**src/rtl/misp_recovery_ctrl_pkg.sv**
```systemverilog
// Shared definitions for the mispredict recovery controller:
// recovery FSM states, default restore width and counter limits.
`ifndef XLEN
`define XLEN 32
`endif

package misp_recovery_ctrl_pkg;

    // Default number of map entries copied per restore cycle
    localparam int RESTORE_PER_CYCLE_DEF = 4;

    // Width and ceiling of the saturating recovery counter
    localparam int          CNT_W   = 16;
    localparam logic [15:0] CNT_MAX = 16'hFFFF;

    typedef enum logic [1:0] {
        S_IDLE     = 2'd0,
        S_FLUSH    = 2'd1,
        S_RESTORE  = 2'd2,
        S_REDIRECT = 2'd3
    } rec_state_e;

endpackage

```
**src/rtl/misp_recovery_ctrl_if.sv**
```systemverilog
// Handshake bundle between the branch unit / fetch side (master)
// and the recovery controller (slave).
interface misp_recovery_ctrl_if
    import misp_recovery_ctrl_pkg::*;
#(
    parameter int XLEN_P        = `XLEN,
    parameter int NUM_ARCH_REGS = 32
);
    localparam int IDX_W = $clog2(NUM_ARCH_REGS);

    logic              mispredict;
    logic [XLEN_P-1:0] mispredict_target_pc;
    logic              redirect_ready;
    logic              flush;
    logic              stall_front;
    logic              restore_en;
    logic [IDX_W-1:0]  restore_idx;
    logic              redirect_valid;
    logic [XLEN_P-1:0] redirect_pc;
    logic              busy;
    logic [CNT_W-1:0]  recovery_cnt;

    modport master (
        output mispredict,
        output mispredict_target_pc,
        output redirect_ready,
        input  flush,
        input  stall_front,
        input  restore_en,
        input  restore_idx,
        input  redirect_valid,
        input  redirect_pc,
        input  busy,
        input  recovery_cnt
    );

    modport slave (
        input  mispredict,
        input  mispredict_target_pc,
        input  redirect_ready,
        output flush,
        output stall_front,
        output restore_en,
        output restore_idx,
        output redirect_valid,
        output redirect_pc,
        output busy,
        output recovery_cnt
    );

endinterface

```
**src/rtl/misp_recovery_ctrl.sv**
```systemverilog
// Retire-time mispredict recovery: flush, restore rename map
// from arch map in groups, then redirect fetch to the target PC.
module misp_recovery_ctrl
    import misp_recovery_ctrl_pkg::*;
#(
    parameter int XLEN_P            = `XLEN,
    parameter int NUM_ARCH_REGS     = 32,
    parameter int RESTORE_PER_CYCLE = RESTORE_PER_CYCLE_DEF
) (
    input logic              clock,
    input logic              reset,
    misp_recovery_ctrl_if.slave bus
);

    localparam int IDX_W = $clog2(NUM_ARCH_REGS);

    localparam logic [IDX_W-1:0] LAST_IDX =
        IDX_W'(NUM_ARCH_REGS - RESTORE_PER_CYCLE);
    localparam logic [IDX_W-1:0] STEP =
        IDX_W'(RESTORE_PER_CYCLE);

    rec_state_e        r_state;
    logic              r_flush;
    logic              r_restore_en;
    logic [IDX_W-1:0]  r_restore_idx;
    logic              r_redirect_valid;
    logic [XLEN_P-1:0] r_redirect_pc;
    logic              r_busy;
    logic [CNT_W-1:0]  r_recovery_cnt;

    // Recovery FSM; every output is a register updated with the state
    always_ff @(posedge clock or posedge reset) begin
        if (reset) begin
            r_state          <= S_IDLE;
            r_flush          <= 1'b0;
            r_restore_en     <= 1'b0;
            r_restore_idx    <= '0;
            r_redirect_valid <= 1'b0;
            r_redirect_pc    <= '0;
            r_busy           <= 1'b0;
            r_recovery_cnt   <= '0;
        end else begin
            unique case (r_state)
                S_IDLE: begin
                    if (bus.mispredict) begin
                        r_state       <= S_FLUSH;
                        r_flush       <= 1'b1;
                        r_busy        <= 1'b1;
                        r_restore_idx <= '0;
                        r_redirect_pc <= bus.mispredict_target_pc;
                        if (r_recovery_cnt != CNT_MAX) begin
                            r_recovery_cnt <= r_recovery_cnt + 1'b1;
                        end
                    end
                end
                S_FLUSH: begin
                    r_state       <= S_RESTORE;
                    r_flush       <= 1'b0;
                    r_restore_en  <= 1'b1;
                    r_restore_idx <= '0;
                end
                S_RESTORE: begin
                    if (r_restore_idx == LAST_IDX) begin
                        r_state          <= S_REDIRECT;
                        r_restore_en     <= 1'b0;
                        r_redirect_valid <= 1'b1;
                    end else begin
                        r_restore_idx <= r_restore_idx + STEP;
                    end
                end
                S_REDIRECT: begin
                    if (bus.redirect_ready) begin
                        r_state          <= S_IDLE;
                        r_redirect_valid <= 1'b0;
                        r_busy           <= 1'b0;
                    end
                end
                default: begin
                    r_state <= S_IDLE;
                end
            endcase
        end
    end

    assign bus.flush          = r_flush;
    assign bus.stall_front    = r_busy;
    assign bus.restore_en     = r_restore_en;
    assign bus.restore_idx    = r_restore_idx;
    assign bus.redirect_valid = r_redirect_valid;
    assign bus.redirect_pc    = r_redirect_pc;
    assign bus.busy           = r_busy;
    assign bus.recovery_cnt   = r_recovery_cnt;

endmodule

```
**src/flat_wrapper.sv**
```systemverilog
// flat-port wrapper written by rule: the top's interface ports become plain ports
module misp_recovery_ctrl_flat import misp_recovery_ctrl_pkg::*;
#(
    parameter int XLEN_P            = `XLEN,
    parameter int NUM_ARCH_REGS     = 32,
    parameter int RESTORE_PER_CYCLE = RESTORE_PER_CYCLE_DEF
)
  (clock, reset, bus_mispredict, bus_mispredict_target_pc, bus_redirect_ready, bus_flush, bus_stall_front, bus_restore_en, bus_restore_idx, bus_redirect_valid, bus_redirect_pc, bus_busy, bus_recovery_cnt);
  misp_recovery_ctrl_if #(.XLEN_P(XLEN_P), .NUM_ARCH_REGS(NUM_ARCH_REGS)) bus_i ();
  input logic clock;
  input logic reset;
  input wire logic [$bits(bus_i.mispredict)-1:0] bus_mispredict;
  input wire logic [$bits(bus_i.mispredict_target_pc)-1:0] bus_mispredict_target_pc;
  input wire logic [$bits(bus_i.redirect_ready)-1:0] bus_redirect_ready;
  output wire logic [$bits(bus_i.flush)-1:0] bus_flush;
  output wire logic [$bits(bus_i.stall_front)-1:0] bus_stall_front;
  output wire logic [$bits(bus_i.restore_en)-1:0] bus_restore_en;
  output wire logic [$bits(bus_i.restore_idx)-1:0] bus_restore_idx;
  output wire logic [$bits(bus_i.redirect_valid)-1:0] bus_redirect_valid;
  output wire logic [$bits(bus_i.redirect_pc)-1:0] bus_redirect_pc;
  output wire logic [$bits(bus_i.busy)-1:0] bus_busy;
  output wire logic [$bits(bus_i.recovery_cnt)-1:0] bus_recovery_cnt;
  assign bus_i.mispredict = bus_mispredict;
  assign bus_i.mispredict_target_pc = bus_mispredict_target_pc;
  assign bus_i.redirect_ready = bus_redirect_ready;
  assign bus_flush = bus_i.flush;
  assign bus_stall_front = bus_i.stall_front;
  assign bus_restore_en = bus_i.restore_en;
  assign bus_restore_idx = bus_i.restore_idx;
  assign bus_redirect_valid = bus_i.redirect_valid;
  assign bus_redirect_pc = bus_i.redirect_pc;
  assign bus_busy = bus_i.busy;
  assign bus_recovery_cnt = bus_i.recovery_cnt;
  misp_recovery_ctrl #(.XLEN_P(XLEN_P), .NUM_ARCH_REGS(NUM_ARCH_REGS), .RESTORE_PER_CYCLE(RESTORE_PER_CYCLE)) u_core (.clock(clock), .reset(reset), .bus(bus_i));
endmodule
```
**config.mk**
```make
export PLATFORM = sky130hd
export DESIGN_NAME = misp_recovery_ctrl_flat
export DESIGN_NICKNAME = d
export VERILOG_FILES = /design/src/rtl/misp_recovery_ctrl_pkg.sv /design/src/rtl/misp_recovery_ctrl_if.sv /design/src/rtl/misp_recovery_ctrl.sv /design/src/flat_wrapper.sv
export SDC_FILE = /design/constraint.sdc
export NUM_CORES = 1
export LEC_CHECK = 0
export CELL_PAD_IN_SITES_DETAIL_PLACEMENT = 1
export CELL_PAD_IN_SITES_GLOBAL_PLACEMENT = 1
export CORE_ASPECT_RATIO = 0.9
export CORE_MARGIN = 2
export CORE_UTILIZATION = 33
export CTS_BUF_LIST = sky130_fd_sc_hd__clkbuf_4
export DETAILED_ROUTE_END_ITERATION = 6
export GPL_ROUTABILITY_DRIVEN = 0
export MAX_ROUTING_LAYER = met4
export PLACE_DENSITY_LB_ADDON = 0.1
export SYNTH_ARGS = -nofsm -noshare
export SYNTH_HDL_FRONTEND = slang
export SYNTH_SLANG_ARGS = --single-unit
export TNS_END_PERCENT = 5
```
**constraint.sdc**
```tcl
create_clock -name clock -period 2.33 [get_ports clock]
set_input_delay 0.466 -clock clock [delete_from_list [all_inputs] [get_ports clock]]
set_output_delay 0.466 -clock clock [all_outputs]
set_load 0.1 [all_outputs]
```
Yosys cells after proc, flatten, opt, wreduce, memory -nomap -nowiden

Index checks and enable logic that the tools add are counted.

$add $sub $neg: 2
Eq/ne operators: 9
Multiplexer cells: 15
Reduce and logical (&&, ||, !) cells: 14

Operator list:

| cell                    | count |
|---|---|
| $add A16 B1 Y16 const B | 1 |
| $ne A16 B16 Y1 const B  | 1 |
| $pmux W5 S3             | 1 |
| $reduce_and A3 Y1       | 5 |
| $mux W5                 | 2 |
| $pmux W1 S2             | 4 |
| $pmux W2 S4             | 1 |
| $reduce_bool A2 Y1      | 4 |
| $mux W2                 | 3 |
| $ne A2 B2 Y1 const B    | 3 |
| $reduce_and A2 Y1       | 3 |
| $add A5 B3 Y5 const B   | 1 |
| $eq A5 B5 Y1 const B    | 1 |
| $eq A2 B2 Y1 const B    | 2 |
| $mux W1                 | 4 |
| $reduce_bool A3 Y1      | 1 |
| $eq A2 B1 Y1 const B    | 1 |
| $logic_not A2 Y1        | 1 |
| $ne A2 B1 Y1 const B    | 1 |

Flip-flop bits (word level): 59
Logic and storage cells: 48

Depth between registers and ports, before layout

Gate-level depths: netlist of run 1.

Depth in word-level cells: 3
Gate-level depth with buffers: 7
Mapped depth without buffers: 6

Worst setup path after synthesis of run 1

OpenSTA, ideal clock, no wires.

Kind: register to output
Start: register u_core.r_busy (netlist: u_core.bus.busy)
End: output port bus_stall_front
Arrival: 1.351 ns
Path slack: 0.513 ns
Cell stages (with the launch flop): 2
Cells stage by stage: dfrtp_1 > buf_4

RTL lines:

| item                   | RTL line                 | RTL |
|---|---|---|
| start, declared        | misp_recovery_ctrl.sv:28 | `logic r_busy;` |
| start signal, assigned | misp_recovery_ctrl.sv:40 | `r_busy <= 1'b0;` |
| start signal, assigned | misp_recovery_ctrl.sv:48 | `r_busy <= 1'b1;` |
| start signal, assigned | misp_recovery_ctrl.sv:75 | `r_busy <= 1'b0;` |
| end, declared          | flat_wrapper.sv:16       | `output wire logic [$bits(bus_i.stall_front)-1:0] bus_stall_front;` |

No word-level cell between the ends.

==> out/qor.csv, run 1 <==
metric;value;unit
# hold bufs at CTS;0;
worst-path maximum fanout;6;
Syn. warnings;0;
Fill cells;884;
highest metal used;met4;
Core Rows;30;
setup bufs post-CTS;0;
clock sink count;57;
Worst-Skew Late Latency;0.40;ns
Nets;405;
All-Layer GR Usage;17.6;%
Final period util;80.4;%
Synth Area per Inst;9.46;µm²
Worst-Margin Slew;0.557;ns
met3 WL;418;µm
Yosys top cell area share;57.1;%
Layout area overhead;40.2;%
largest stage delay on the critical path;0.70;ns
met2 WL;3160;µm
Hold Fails Final Rpt;0;
post-synth cell types;36;
CTS Buf Count;9;
Avg WL per Cell;14.0;µm
core area;7430;µm²
via count;2175;
post-cts resize count;0;
vias in the first global route;2235;
Post-synth EDFFs;0;
cells along the critical path;ha_1, nand3_2, or4_1, nand4_1, xnor2_1;
CP Capture Type;flip-flop;
Critical Path End;u_core.bus.recovery_cnt[11];
number of port buffers;91;
Primary FF master, synth;dfrtp_1;
CP Class;flip-flop to flip-flop;
Clock Skew;0.0133;ns
commonest cells in the netlist;nand2_1 (104), dfrtp_1 (57), nand4_1 (10);
wl on met1;2810;µm
Area contributors post-synth;dfrtp_1 (57%), nand2_1 (16%), ha_1 (4.0%), nand4_1 (2.5%), xnor2_1 (2.5%);
asr flop ratio synth;100;%
Worst R2R End;u_core.bus.recovery_cnt[11];
DP HPWL;4580;µm
DR iter-0 viols;55;
min cycle time layout;1.87;ns
Required @ worst endpoint;2.66;ns
largest net degree at the start of global routing;58;
Die Y;86.5;µm
sequential share of the synthesized area;57.1;%
post-synth top area cell;dfrtp_1;
share of layout cells above drive strength 1;23.2;%
Starting Density;33.6;%
synthesized area;2500;µm²
CP max stage cell;or4_1;
grt total ovfl;0;
Critical R2R Launch;u_core.bus.recovery_cnt[0];
Final setup viols;0;
top-count cell post-synth;nand2_1;
min-delay worst type;input port to async pin;
CP startpoint;u_core.bus.recovery_cnt[0];
post-route setup TNS;0;ns
Seq cells post-synth;57;
DRC Markers;0;
relative slew slack;62.3;%
RSZ-0062 raised after global routing;false;
cells on worst reg2reg path;5;
Die ar.;8280;µm²
CTS tree;built;
maxcap violations;0;
crit start category;flip-flop;
status;finished clean;
antenna violations before repair;0;
die width;95.7;µm
critical path arrival;2.21;ns
Ports;94;
Post-DRT Antenna Nets;0;
final WL;6470;µm
FMAX;0.534;GHz
cell count after synthesis;264;
H-tree depth;3;
first-pass GRT wire length;10800;µm
fin. max-slew vios;0;
Pre-antenna DRT Iters;5;
CTS Buffer Depth;2;
R2R setup slack;0.46;ns
vias per cell;4.71;
CTS root buf;clkbuf_4;
ant diodes;0;
Reg clk slew, reported paths;0.11;ns
sequential cells by signal, indices dropped and copies added, names as in the netlist:
register                   cells
u_core.bus.redirect_valid      1
u_core.bus.flush               1
u_core.r_state                 2
u_core.bus.restore_en          1
u_core.bus.recovery_cnt       16
u_core.bus.busy                1
u_core.bus.restore_idx         3
u_core.bus.redirect_pc        32
layout make-up:
| cell class | instances | area, µm² | share of cell area [%] |
|---|---|---|---|
| multi-input combinational | 188 | 986 | 28.2 |
| sequential | 57 | 1430 | 40.8 |
| timing repair buffer | 97 | 828 | 23.7 |
| tap | 96 | 120 | 3.43 |
| inverter | 8 | 30.0 | 0.858 |
| clock buffer | 11 | 82.6 | 2.36 |
| clock inverter | 5 | 23.8 | 0.679 |
cell families (layout without fill, tap and decap cells):
kind of cell | after synthesis | after routing | share of synthesized area (%)
mux | 3 | 3 | 1.30
simple gates | 143 | 143 | 24.9
xor+xnor | 11 | 11 | 3.86
flops | 57 | 57 | 57.1
compound gates | 21 | 21 | 5.16
buf+inv | 20 | 121 | 3.51
fa+ha+maj | 8 | 8 | 4.01
other cells | 1 | 2 | 0.150
per-stage QoR:
step	setup slack, ns	hold WS [ns]	utilization, %	std cells	area (µm²)
2_1_floorplan	0.0274	0.528	-	265	2500
3_3_place_gp	0.384	0.459	45.7	446	3390
3_5_place_dp	0.337	0.463	45.7	446	3390
4_1_cts	0.446	0.428	47.1	462	3500
5_1_grt	0.337	0.432	47.1	462	3500
6_report	0.456	0.440	47.1	462	3500
layout by cell type (no fill, tap or decap), types with 7 or more instances in the layout:
master and count:
nand2_1 104, nor2_1 7, clkdlybuf4s50_1 35, inv_1 7, clkbuf_4 11, dfrtp_1 55
buf_4 61, o21ai_0 8, ha_1 8, nand4_1 10, xnor2_1 7
per-layer routing:
metal  up-vias  global-route usage [%]
met5         -                       -
met4         0                    5.06
met3         6                    6.87
met2        57                    28.3
met1      1064                    20.6
li1       1048                       -
worst max-delay path, delay by kind of cell (launching register included):
| kind | cells | cell delay (ns) |
|---|---|---|
| AND/OR/NAND/NOR | 3 | 1.01 |
| flip-flops | 1 | 0.43 |
| adder cells (fa/ha/maj) | 1 | 0.24 |
| XOR/XNOR | 1 | 0.12 |
worst min path at each step:
| stage | endpoint | slack (ns) | from | cells after the start |
|---|---|---|---|---|
| floorplan | u_core.r_state[0] | 0.53 | u_core.r_state[0] | 1 |
| global placement | u_core.bus.redirect_pc[17] | 0.46 | u_core.bus.redirect_pc[17] | 2 |
| detailed placement | u_core.bus.redirect_pc[1] | 0.46 | u_core.bus.redirect_pc[1] | 2 |
| CTS | u_core.bus.recovery_cnt[7] | 0.43 | reset | 3 |
| global route | u_core.bus.recovery_cnt[7] | 0.43 | reset | 3 |
| finish | u_core.bus.redirect_pc[11] | 0.44 | reset | 3 |
Power of run 1 is not shown: default switching activity piles up to over one toggle a cycle in this logic, so the estimate is an artifact.
==> inputs of run 2 (changes only) <==
- clock period: 2.33 -> 1.8 ns (I/O delays scaled with it)
==> run 2 against run 1 <==
Design area is 25% higher. Die area stayed put. Critical path depth is 1 lower. Largest cell class is now buffers.
==> out/qor.csv, run 2 (synthesis gave the netlist of run 1 again) <==
metric;value;unit
Design Area, Final;4390;µm²
antenna violations before repair;0;
CP startpoint;u_core.bus.recovery_cnt[15];
maxcap violations;0;
Final setup viols;0;
die width;95.7;µm
R2R setup slack;0.07;ns
Critical R2R Launch;u_core.bus.recovery_cnt[15];
CTS Buf Count;9;
DRC Markers;0;
Worst-Skew Late Latency;0.39;ns
placed cell areas;4230;µm²
status;finished clean;
vias in the first global route;2490;
Starting Density;33.6;%
max reg flops;32;
Die Y;86.5;µm
Post-DRT Antenna Nets;0;
Reg clk slew, reported paths;0.10;ns
Hold Slack;0.334;ns
fin. max-slew vios;0;
DP HPWL;5300;µm
Avg WL per Cell;15.2;µm
worst slack, placed;-0.0414;ns
CP Class;flip-flop to flip-flop;
FMAX;0.577;GHz
worst-path maximum fanout;6;
setup bufs post-CTS;0;
crit start category;flip-flop;
Die ar.;8280;µm²
Final period util;96.3;%
All-Layer GR Usage;19.7;%
H-tree depth;3;
share of layout cells above drive strength 1;30.7;%
critical path arrival;2.05;ns
RSZ-0062 raised after global routing;true;
Final WS setup;0.0672;ns
CP Capture Type;flip-flop;
Required @ worst endpoint;2.11;ns
number of port buffers;91;
commonest non-fill, non-tap cell in the layout;nand2_1;
via count;2213;
final WL;7190;µm
core area;7430;µm²
ant diodes;0;
CTS Buffer Depth;2;
Worst R2R End;u_core.bus.recovery_cnt[15];
Hold Fails Final Rpt;0;
min-delay worst type;input port to async pin;
Layout area overhead;75.8;%
Core Rows;30;
Pre-antenna DRT Iters;4;
most frequent cells in the layout;nand2_1 (104), buf_12 (58), dfrtp_1 (41), clkdlybuf4s50_1 (35);
Clock Skew;0.0173;ns
Ports;94;
Critical Path End;u_core.bus.recovery_cnt[15];
vias per cell;4.67;
DR iter-0 viols;74;
CTS root buf;clkbuf_4;
largest net degree at the start of global routing;58;
min cycle time layout;1.73;ns
Nets;417;
clock sink count;57;
cells on worst reg2reg path;4;
first-pass GRT wire length;11900;µm
grt total ovfl;0;
CTS tree;built;
## run 2: metal layers
layer	GRT usage (%)	routed length (µm)	part of all wire, %
met1	22.7	2980	41
met3	7.22	467	6.5
met5	-	0	0
met4	6.36	71	0.99
met2	31.8	3670	51
## run 2: how the worst min path moves through the flow
stage	depth (start not counted)	slack, ns	end	from
after floorplan	2	0.47	u_core.bus.redirect_pc[0]	bus_mispredict_target_pc[0]
after global placement	1	0.51	u_core.bus.recovery_cnt[15]	u_core.bus.recovery_cnt[15]
after detailed placement	1	0.52	u_core.bus.recovery_cnt[15]	u_core.bus.recovery_cnt[15]
after CTS	3	0.32	u_core.bus.redirect_pc[17]	reset
after global routing	3	0.34	u_core.bus.redirect_pc[17]	reset
final	3	0.33	u_core.bus.flush	reset
## run 2: what timing repair did
action                     in CTS  in global routing
setup endpoints to repair       0                 13
hold buffers                    0                  0
gates resized for setup         0                  5
## run 2: cell type report
type	count	area, µm²
fill	788	3040
timing repair buffer	109	1630
multi-input combinational	188	1030
sequential	57	1450
clock buffer	12	90.1
tap	96	120
clock inverter	4	43.8
inverter	8	30.0
## run 2: worst max-delay path: stages (launching register included)
cell	delay (ns)
dfrtp_2	0.42
nand4_1	0.32
or4_4	0.64
nand4_1	0.15
xnor2_1	0.13
## run 2: through the flow
stage / cells / setup TNS, ns / util, %
4_1_cts: 474 / 0 / 58.7
3_5_place_dp: 458 / -0.0414 / 56.9
5_1_grt: 474 / -0.115 / 59.1
2_1_floorplan: 265 / -3.03 / -
3_3_place_gp: 458 / 0 / 56.9
6_report: 474 / 0 / 59.1
Power of run 2 is left out for the same reason.
